**src/rtl/sram_rw_port_arbiter.sv**
```systemverilog
// Round-robin arbiter sharing the RW port of a 1rw1r SRAM macro between two requesters,
// with a zero-fill init sequence after reset and fixed two-cycle read responses.

module sram_rw_port_arbiter_rsp #(
  parameter int DATA_WIDTH = 64
) (
  input  logic                  clk0,
  input  logic                  rst_n,
  input  logic                  hit,
  input  logic [DATA_WIDTH-1:0] dout0,
  output logic                  rvalid,
  output logic [DATA_WIDTH-1:0] rdata
);
  always_ff @(posedge clk0 or negedge rst_n) begin
    if (!rst_n) begin
      rvalid <= 1'b0;
      rdata  <= '0;
    end else begin
      rvalid <= hit;
      if (hit) rdata <= dout0;
    end
  end
endmodule

module sram_rw_port_arbiter #(
  parameter int DATA_WIDTH = 64,
  parameter int ADDR_WIDTH = 8,
  parameter int NUM_WMASKS = 8
) (
  input  logic                  clk0,
  input  logic                  rst_n,
  input  logic                  a_valid,
  output logic                  a_ready,
  input  logic                  a_we,
  input  logic [NUM_WMASKS-1:0] a_wmask,
  input  logic [ADDR_WIDTH-1:0] a_addr,
  input  logic [DATA_WIDTH-1:0] a_wdata,
  output logic                  a_rvalid,
  output logic [DATA_WIDTH-1:0] a_rdata,
  input  logic                  b_valid,
  output logic                  b_ready,
  input  logic                  b_we,
  input  logic [NUM_WMASKS-1:0] b_wmask,
  input  logic [ADDR_WIDTH-1:0] b_addr,
  input  logic [DATA_WIDTH-1:0] b_wdata,
  output logic                  b_rvalid,
  output logic [DATA_WIDTH-1:0] b_rdata,
  output logic                  init_done,
  output logic                  csb0,
  output logic                  web0,
  output logic [NUM_WMASKS-1:0] wmask0,
  output logic [ADDR_WIDTH-1:0] addr0,
  output logic [DATA_WIDTH-1:0] din0,
  input  logic [DATA_WIDTH-1:0] dout0
);
  localparam int NUM_REQ = 2;
  localparam int STAGES  = 2;

  typedef struct packed {
    logic                  we;
    logic [NUM_WMASKS-1:0] wmask;
    logic [ADDR_WIDTH-1:0] addr;
    logic [DATA_WIDTH-1:0] wdata;
  } req_t;

  typedef enum logic {S_INIT, S_RUN} state_t;

  state_t                    state;
  logic [ADDR_WIDTH-1:0]     init_cnt;
  logic                      prio;  // 0: A wins a tie, 1: B wins a tie
  req_t [NUM_REQ-1:0]        req;
  logic [NUM_REQ-1:0]        vld, gnt, hit, rvalid;
  logic [NUM_REQ-1:0][DATA_WIDTH-1:0] rdata;
  logic                      hs, sel;
  req_t                      win;
  logic [STAGES-1:0]         vld_pipe, id_pipe;

  assign req[0] = {a_we, a_wmask, a_addr, a_wdata};
  assign req[1] = {b_we, b_wmask, b_addr, b_wdata};
  assign vld    = {b_valid, a_valid};

  always_comb begin
    gnt = '0;
    if (state == S_RUN) begin
      gnt[0] = vld[0] & (~vld[1] | ~prio);
      gnt[1] = vld[1] & (~vld[0] |  prio);
    end
  end

  assign a_ready = gnt[0];
  assign b_ready = gnt[1];
  assign hs      = |gnt;
  assign sel     = gnt[1];
  assign win     = req[sel];

  always_ff @(posedge clk0 or negedge rst_n) begin
    if (!rst_n) begin
      state     <= S_INIT;
      init_cnt  <= '0;
      init_done <= 1'b0;
      prio      <= 1'b0;
      csb0      <= 1'b1;
      web0      <= 1'b1;
      wmask0    <= '0;
      addr0     <= '0;
      din0      <= '0;
    end else begin
      case (state)
        S_INIT: begin
          csb0     <= 1'b0;
          web0     <= 1'b0;
          wmask0   <= '1;
          addr0    <= init_cnt;
          din0     <= '0;
          init_cnt <= init_cnt + ADDR_WIDTH'(1);
          if (init_cnt == '1) begin
            state     <= S_RUN;
            init_done <= 1'b1;
          end
        end
        S_RUN: begin
          if (hs) begin
            csb0   <= 1'b0;
            web0   <= ~win.we;
            wmask0 <= win.wmask;
            addr0  <= win.addr;
            din0   <= win.wdata;
            prio   <= ~sel;
          end else begin
            csb0 <= 1'b1;
            web0 <= 1'b1;
          end
        end
        default: state <= S_INIT;
      endcase
    end
  end

  // Read tags: macro samples one cycle after accept, data is captured one cycle later.
  always_ff @(posedge clk0 or negedge rst_n) begin
    if (!rst_n) begin
      vld_pipe <= '0;
      id_pipe  <= '0;
    end else begin
      vld_pipe <= {vld_pipe[STAGES-2:0], hs & ~win.we};
      id_pipe  <= {id_pipe[STAGES-2:0], sel};
    end
  end

  assign hit = vld_pipe[STAGES-1] ? (NUM_REQ'(1) << id_pipe[STAGES-1]) : '0;

  for (genvar g = 0; g < NUM_REQ; g++) begin : g_rsp
    sram_rw_port_arbiter_rsp #(.DATA_WIDTH(DATA_WIDTH)) u_rsp (
      .clk0   (clk0),
      .rst_n  (rst_n),
      .hit    (hit[g]),
      .dout0  (dout0),
      .rvalid (rvalid[g]),
      .rdata  (rdata[g])
    );
  end

  assign a_rvalid = rvalid[0];
  assign a_rdata  = rdata[0];
  assign b_rvalid = rvalid[1];
  assign b_rdata  = rdata[1];
endmodule

```
**config.mk**
```make
export PLATFORM = sky130hd
export DESIGN_NAME = sram_rw_port_arbiter
export DESIGN_NICKNAME = d
export VERILOG_FILES = /design/src/rtl/sram_rw_port_arbiter.sv
export SDC_FILE = /design/constraint.sdc
export NUM_CORES = 1
export LEC_CHECK = 0
export BUFFER_PORTS_ARGS = -buffer_cell sky130_fd_sc_hd__buf_2
export CAP_MARGIN = 25
export CORE_AREA = 2 2 174 176
export DETAILED_ROUTE_END_ITERATION = 8
export DIE_AREA = 0 0 176 178
export PLACE_DENSITY = 0.76
export SYNTH_ARGS = -nofsm -noshare
export SYNTH_HDL_FRONTEND = slang
export SYNTH_HIERARCHICAL = 1
export SYNTH_SLANG_ARGS = --single-unit
```
**constraint.sdc**
```tcl
create_clock -name clk0 -period 1.4 [get_ports clk0]
set_input_delay 0.42 -clock clk0 [delete_from_list [all_inputs] [get_ports clk0]]
set_output_delay 0.42 -clock clk0 [all_outputs]
set_load 0.01 [all_outputs]
```
==> results of run 1 <==
==> power by group <==
group | internal (W) | switching, W
registers | 0.00656 | 0
logic | 0.000341 | 0.000442
clock network | 0.00407 | 0.00280
total | 0.0110 | 0.00325
==> sequential cells by signal (all words and copies together) (netlist names) <==
| register | cells |
|---|---|
| addr0 | 8 |
| csb0 | 1 |
| din0 | 64 |
| g_rsp.u_rsp/rdata | 128 |
| g_rsp.u_rsp/rvalid | 2 |
| id_pipe | 2 |
| init_cnt | 8 |
| init_done | 1 |
| prio | 1 |
| state | 1 |
| vld_pipe | 2 |
| web0 | 1 |
| wmask0 | 8 |
==> worst max-delay path by stage <==
stage | from | endpoint | slack [ps] | depth (start not counted)
floorplan | state$_DFF_PN0_ | din0[41]$_DFFE_PN0P_ | 4 | 6
global placement | b_valid | din0[20]$_DFFE_PN0P_ | -210 | 5
detailed placement | b_valid | din0[1]$_DFFE_PN0P_ | -250 | 5
CTS | state$_DFF_PN0_ | a_ready | -490 | 3
global route | state$_DFF_PN0_ | a_ready | -500 | 3
finish | state$_DFF_PN0_ | a_ready | -460 | 3
==> kinds of logic (layout without fill, tap and decap cells) <==
kind of cell               after synthesis  in the layout  synth area share (%)
and+or+nand+nor                        115            115                 4.990
xor gates and xnor gates                 7              7                0.5726
DFF                                    227            227                 53.08
AOI/OAI and AO/OA                      166            166                 16.27
other                                    0              9                     0
muxes                                  129            129                 17.77
buffers and inverters                   78            803                 7.199
adders and majority gates                1              1                0.1168
==> metal layers <==
layer,up-vias,track usage (%)
met5,-,0
met4,0,7.679
met3,97,5.776
met2,543,39.90
met1,4736,24.81
li1,4139,-
==> area by class of cell <==
class / instances / area (um2)
diodes: 9 / 22.52
clock buffers: 34 / 699.4
clock inverters: 12 / 151.4
fillers: 2155 / 11910
inverters: 11 / 61.31
multi-input cells: 418 / 4420
flip-flops and latches: 227 / 5687
well taps: 390 / 488.0
repair buffers: 745 / 5953
repair inverters: 1 / 11.26
==> worst max-delay path: cells and delay by family, from the launching register on <==
| family | cells | cell delay, ps |
|---|---|---|
| flops | 1 | 500 |
| buf+inv | 2 | 250 |
| simple gates | 1 | 170 |
==> metrics by stage <==
stage          total power (W)  utilization, %  TNS, ps  hold WS, ps  setup slack, ps
5_1_grt                0.01468           59.46   -50020        102.8           -501.3
3_3_place_gp          0.007430           45.93   -13940        275.1           -212.3
6_report               0.01421           59.50   -38920        122.2           -462.2
4_1_cts                0.01424           54.69   -34060        98.90           -492.4
2_1_floorplan         0.006836               -        0        124.4            4.040
3_5_place_dp          0.007442           45.93   -15690        276.5           -246.7
==> what timing repair did <==
item                       in CTS  in global routing
resized for setup             100                 82
hold endpoints to repair       28                  0
setup endpoints to repair     284                301
hold buffers                    1                  0
gates cloned                   14                 13
pin swaps                      47                 25
setup buffers                 117                 93
==> cells in the mapped netlist (7+ instances only) <==
| cell | n |
|---|---|
| nor2b_1 | 9 |
| o2111ai_1 | 10 |
| buf_6 | 16 |
| o221a_2 | 8 |
| nand3_1 | 18 |
| a221o_1 | 64 |
| nand2_1 | 72 |
| inv_1 | 9 |
| mux2_2 | 9 |
| a211oi_2 | 61 |
| buf_12 | 19 |
| buf_2 | 19 |
| dfrtp_1 | 225 |
| mux2_4 | 120 |
| clkbuf_1 | 7 |
==> results by group, run 1 <==
Synthesis
  – Seq/Total Area, Yosys: 53.08%
  – Async set or reset register ratio after synthesis: 100.0%
  – Syn. warnings: 6
  – Top post-synthesis cells by area: dfrtp_1 53%, mux2_4 17%, a211oi_2 7.1%
  – Unique masters post-synth: 43
  – Mean Syn Cell Area: 14.81 um2
  – Syn nets: 954
  – Most used DFF post-synth: dfrtp_1
  – FF+latch count, synth: 227
  – Mapped Area: 10710 um2
  – Share of the synthesized area in the top cell type: 52.59%
  – Largest area contributor in the netlist: dfrtp_1
  – Post-synth EDFFs: 0
  – Mapped Cells: 723

Place
  – Placer Congestion: 0.8200
  – Dpl hpwl: 23190 um
  – Post-Place Cells: 1560
  – Placed Area: 13500 um2
  – PortBufs: 444

Drt
  – DR vias: 9515
  – Met3 routed WL: 3641 um
  – Avg Vias per Cell: 5.152
  – Avg WL per Cell: 21.72 um
  – DRT Pass-1 Iters: 5
  – Drt total wl: 40120 um
  – Top layer in use: met4
  – Post-Route M1 WL: 14500 um
  – Met2 WL: 20640 um
  – Initial drt markers: 495
  – Final ANT Viol Nets: 0
  – DR DRC count: 0

STA
  – Setup slack after layout: -462.2 ps
  – Fmax: 537.0 MHz
  – Pins Over Slew Limit: 0
  – Final setup viols: 297
  – Min Tclk post-route: 1862 ps
  – Unrepaired setup endpoints after global routing: true
  – Fin Clk Skew: 11.23 ps
  – Tcrit/Tclk final: 133.0%
  – Slew @ Worst Pin: 337.2 ps
  – Final Hold Viols: 0
  – Slew headroom: 77.52%

Worst setup path
  – Arrival time worst endpoint: 1440 ps
  – R2r worst-path depth: 8
  – Worst r2r dst: din0[0]$_DFFE_PN0P_
  – Crit Path Class: flop to output port
  – CP required: 980 ps
  – Reg-to-reg startpoint: state$_DFF_PN0_
  – Max stage delay on crit path: 500 ps
  – Worst Setup Start Kind: flop
  – Slowest-stage cell, CP: dfrtp_4
  – Critical-path cell list: buf_8 -> and3_4 -> buf_6
  – R2R Setup Slk: -370 ps
  – Critical path peak fanout: 4
  – CP endpoint kind: output port

Hold path
  – Worst hold path cell count: 2
  – Hold EP: din0[40]$_DFFE_PN0P_
  – HP Start: b_wdata[40]
  – Min-delay worst type: input pin to flop

Final layout
  – Area grow syn2layout: 63.40%
  – Cell Count, Final, Fillers Out: 1847
  – Most frequent cells in the layout: 363 x buf_2, 228 x buf_4, 224 x dfrtp_1
  – Final Instance Area: 17490 um2
  – Commonest non-fill, non-tap cell in the layout: buf_2
  – Final net count: 1660
  – Share of post-route cells with drive strength above 1: 70.23%

Clocking
  – Clk slew on worst S/H paths: 60 ps
  – CTS root buf: clkbuf_16
  – Clock latency on the worst-skew pair: 530 ps
  – H-tree levels: 1
  – TritonCTS Sinks: 227
  – Total CTS buffers: 25
  – CTS tree: yes
  – Longest Clk Path Bufs: 3

Global routing
  – Vias in the first global route: 9439
  – Total GRT Usage: 21.92%
  – Initial antenna violation count: 9
  – Grt total ovfl: 0
  – Largest net degree at the start of global routing: 59
  – First-pass GRT wire length: 53030 um

Die
  – Die footprint: 31330 um2
  – I/O Pins: 445
  – Rows: 63
  – Initial Util: 36.41%
  – Placeable Area: 29400 um2
  – Die width: 176 um
  – Die height: 178 um

Power and ir drop
  – Cell Pwr Density: 812.5 nW/um2
  – Peak supply drop: 715.4 uV
  – Leakage: 8.932 nW

Flow run
  – Max Cap Viol: 0

Outcome
  – Status: finished with violations
  – Failing checks: negative setup slack
No activity file was read; power rests on OpenSTA's default activity.
==> run 2: changes to the inputs <==
--- a/config.mk
+++ b/config.mk
@@ -10,7 +10,7 @@
 export CORE_AREA = 2 2 174 176
 export DETAILED_ROUTE_END_ITERATION = 8
 export DIE_AREA = 0 0 176 178
-export PLACE_DENSITY = 0.76
+export PLACE_DENSITY_LB_ADDON = 0.1
 export SYNTH_ARGS = -nofsm -noshare
 export SYNTH_HDL_FRONTEND = slang
 export SYNTH_HIERARCHICAL = 1
==> run 2 against run 1 <==
Compared with the run above: the run still ends with negative setup slack left; first-iteration DRC count shrank 22%; worst setup slack gained 25 ps; critical path depth grew 1; sequential power is essentially flat; routed wire length shrank 8.2%; sequential cell count is the same; clock-buffer cell count grew 4; clock power grew 13%; hold slack lost 25 ps; global-route usage is essentially flat; critical path type unchanged; largest cell class is now flip-flops and latches.
==> results by group, run 2 (synthesized netlist as in run 1, its figures left out) <==
Outcome
  – Status: finished with violations
  – Failing checks: negative setup slack

Power and ir drop
  – Cell Pwr Density: 890.8 nW/um2 (+9.6%)
  – Leakage: 8.710 nW (-2.5%)
  – Peak supply drop: 823.5 uV (+15%)

Global routing
  – Vias in the first global route: 9070 (-3.9%)
  – Initial antenna violation count: 10 (+1)
  – Grt total ovfl: 0 (unchanged)
  – First-pass GRT wire length: 53390 um (+0.68%)
  – Largest net degree at the start of global routing: 41 (-31%)
  – Total GRT Usage: 21.89% (-0.030 points)

Final layout
  – Reg with most FFs: g_rsp.u_rsp/rdata
  – Area grow syn2layout: 58.24%
  – Max reg flops: 128 (unchanged)
  – Commonest non-fill, non-tap cell in the layout: buf_2
  – Cell Count, Final, Fillers Out: 1810 (-2.0%)
  – Final net count: 1622 (-2.3%)
  – Largest regs: g_rsp.u_rsp/rdata (128), din0 (64)
  – Share of post-route cells with drive strength above 1: 69.07% (-1.2 points)
  – Most frequent cells in the layout: 358 x buf_2, 224 x dfrtp_1, 213 x buf_4
  – Fill cell count: 2473 (+15%)

Worst setup path
  – Arrival time worst endpoint: 1420 ps (-20 ps)
  – CP required: 980 ps (about the same)
  – Worst Setup Start Kind: flop
  – Critical path peak fanout: 4 (unchanged)
  – R2R Setup Slk: -370 ps (about the same)
  – CP endpoint kind: output port
  – Crit Path Class: flop to output port

Clocking
  – Total CTS buffers: 28 (+12%)
  – Clock latency on the worst-skew pair: 530 ps (about the same)
  – TritonCTS Sinks: 227 (unchanged)
  – Clk slew on worst S/H paths: 60 ps (about the same)
  – CTS root buf: clkbuf_16
  – Longest Clk Path Bufs: 3 (unchanged)
  – CTS tree: yes
  – H-tree levels: 1 (unchanged)

STA
  – Slew headroom: 72.70% (-4.8 points)
  – Tcrit/Tclk final: 131.2% (-1.8 points)
  – Slew @ Worst Pin: 409.5 ps (+72.30 ps)
  – Final setup viols: 296 (-0.34%)
  – Pins Over Slew Limit: 0 (unchanged)
  – Final Hold Viols: 0 (unchanged)
  – Fin Clk Skew: 11.98 ps (+0.7448 ps)
  – Min Tclk post-route: 1837 ps (-24.97 ps)
  – Unrepaired setup endpoints after global routing: true
  – Setup TNS: -39010 ps (-88.40 ps)
  – Setup slack after layout: -437.3 ps (+24.97 ps)
  – Fmax: 544.3 MHz (+1.4%)

Drt
  – Initial drt markers: 385 (-22%)
  – DR vias: 8898 (-6.5%)
  – Avg Vias per Cell: 4.916 (-4.6%)
  – Drt total wl: 36810 um (-8.2%)
  – DRT Pass-1 Iters: 5 (unchanged)
  – DR DRC count: 0 (unchanged)
  – Avg WL per Cell: 20.34 um (-6.4%)
  – Final ANT Viol Nets: 0 (unchanged)

Die
  – Die width: 176 um (unchanged)
  – Die height: 178 um (unchanged)
  – Rows: 63 (unchanged)
  – Die footprint: 31330 um2 (unchanged)
  – Placeable Area: 29400 um2 (unchanged)
  – I/O Pins: 445 (unchanged)
  – Initial Util: 36.41% (unchanged)

Place
  – Post-Place Cells: 1567 (+0.45%)
  – Dpl hpwl: 24450 um (+5.4%)
  – PortBufs: 444 (unchanged)
  – Placer Congestion: 0.8223 (+0.28%)

Flow run
  – Max Cap Viol: 0 (unchanged)

Hold path
  – Min-delay worst type: input pin to flop
==> run 2: changes by cell type in the layout (fill, tap and decap cells not counted), moves of 3 or more <==
cell / change
clkbuf_16: -7
buf_4: -15
clkinv_2: +3
buf_12: -5
buf_2: -5
buf_8: +3
nand3_2: -6
nand3_1: +6
buf_16: -6
==> run 2: area by class of cell <==
| type | count | area [um2] | area share (%) |
|---|---|---|---|
| diodes | 7 | 17.52 | 0.1034 |
| inverters | 11 | 56.30 | 0.3323 |
| multi-input cells | 418 | 4362 | 25.74 |
| clock inverters | 14 | 182.7 | 1.078 |
| repair buffers | 705 | 5330 | 31.46 |
| well taps | 390 | 488.0 | 2.880 |
| flip-flops and latches | 227 | 5687 | 33.56 |
| clock buffers | 38 | 819.5 | 4.837 |
==> run 2: worst max-delay path, cell delays in order (launching register included) <==
cell     delay (ps)
dfrtp_4         500
and2_4          180
nand2_8          70
inv_8            30
buf_6           110
==> run 2: what timing repair did <==
item | in CTS | in global routing
gates resized for setup | 131 | 39
gates cloned | 8 | 2
setup endpoints to repair | 285 | 301
pin swaps | 39 | 34
hold buffers | 1 | 0
endpoints found under the hold margin | 28 | 0
buffers inserted | 95 | 80
==> run 2: final timing paths <==
check | cells after the start | endpoint | from
worst max register to register | 8 | din0[10]$_DFFE_PN0P_ | state$_DFF_PN0_
worst max-delay path | 4 | b_ready | state$_DFF_PN0_
max in group asynchronous | 3 | g_rsp[1].u_rsp/rdata[35]$_DFFE_PN0P_ | rst_n
worst min-delay path | 2 | web0$_DFF_PN1_ | a_we
min in group asynchronous | 2 | din0[22]$_DFFE_PN0P_ | rst_n
worst min register to register | 0 | vld_pipe[1]$_DFF_PN0_ | vld_pipe[0]$_DFF_PN0_
==> run 2: through the flow <==
| stage | utilization [%] | hold slack (ps) | setup WS (ps) | cell area [um2] | total power (W) |
|---|---|---|---|---|---|
| 5_1_grt | 57.62 | 87.83 | -475.9 | 16940 | 0.01563 |
| 6_report | 57.62 | 96.82 | -437.3 | 16940 | 0.01509 |
| 3_3_place_gp | 46.36 | 333.1 | -221.2 | 13630 | 0.007473 |
| 4_1_cts | 54.87 | 36.48 | -468.6 | 16130 | 0.01529 |
| 2_1_floorplan | - | 124.4 | 4.040 | 10720 | 0.006836 |
| 3_5_place_dp | 46.36 | 340.9 | -240.6 | 13630 | 0.007475 |
==> run 2: layer usage <==
| metal | GRT usage [%] | wire [um] | part of all wire (%) | vias to the layer above |
|---|---|---|---|---|
| li1 | - | - | - | 4056 |
| met1 | 28.28 | 15200 | 41 | 4396 |
| met2 | 36.83 | 18110 | 49 | 387 |
| met3 | 4.795 | 2623 | 7.1 | 57 |
| met4 | 6.749 | 866 | 2.4 | 2 |
| met5 | 0 | 13 | 0.035 | - |
==> run 2: power by group <==
group / internal (W) / switching, W / total (W)
Clock: 0.00484 / 0.00290 / 0.00774
Combinational: 0.000356 / 0.000437 / 0.000793
Sequential: 0.00656 / 0 / 0.00656
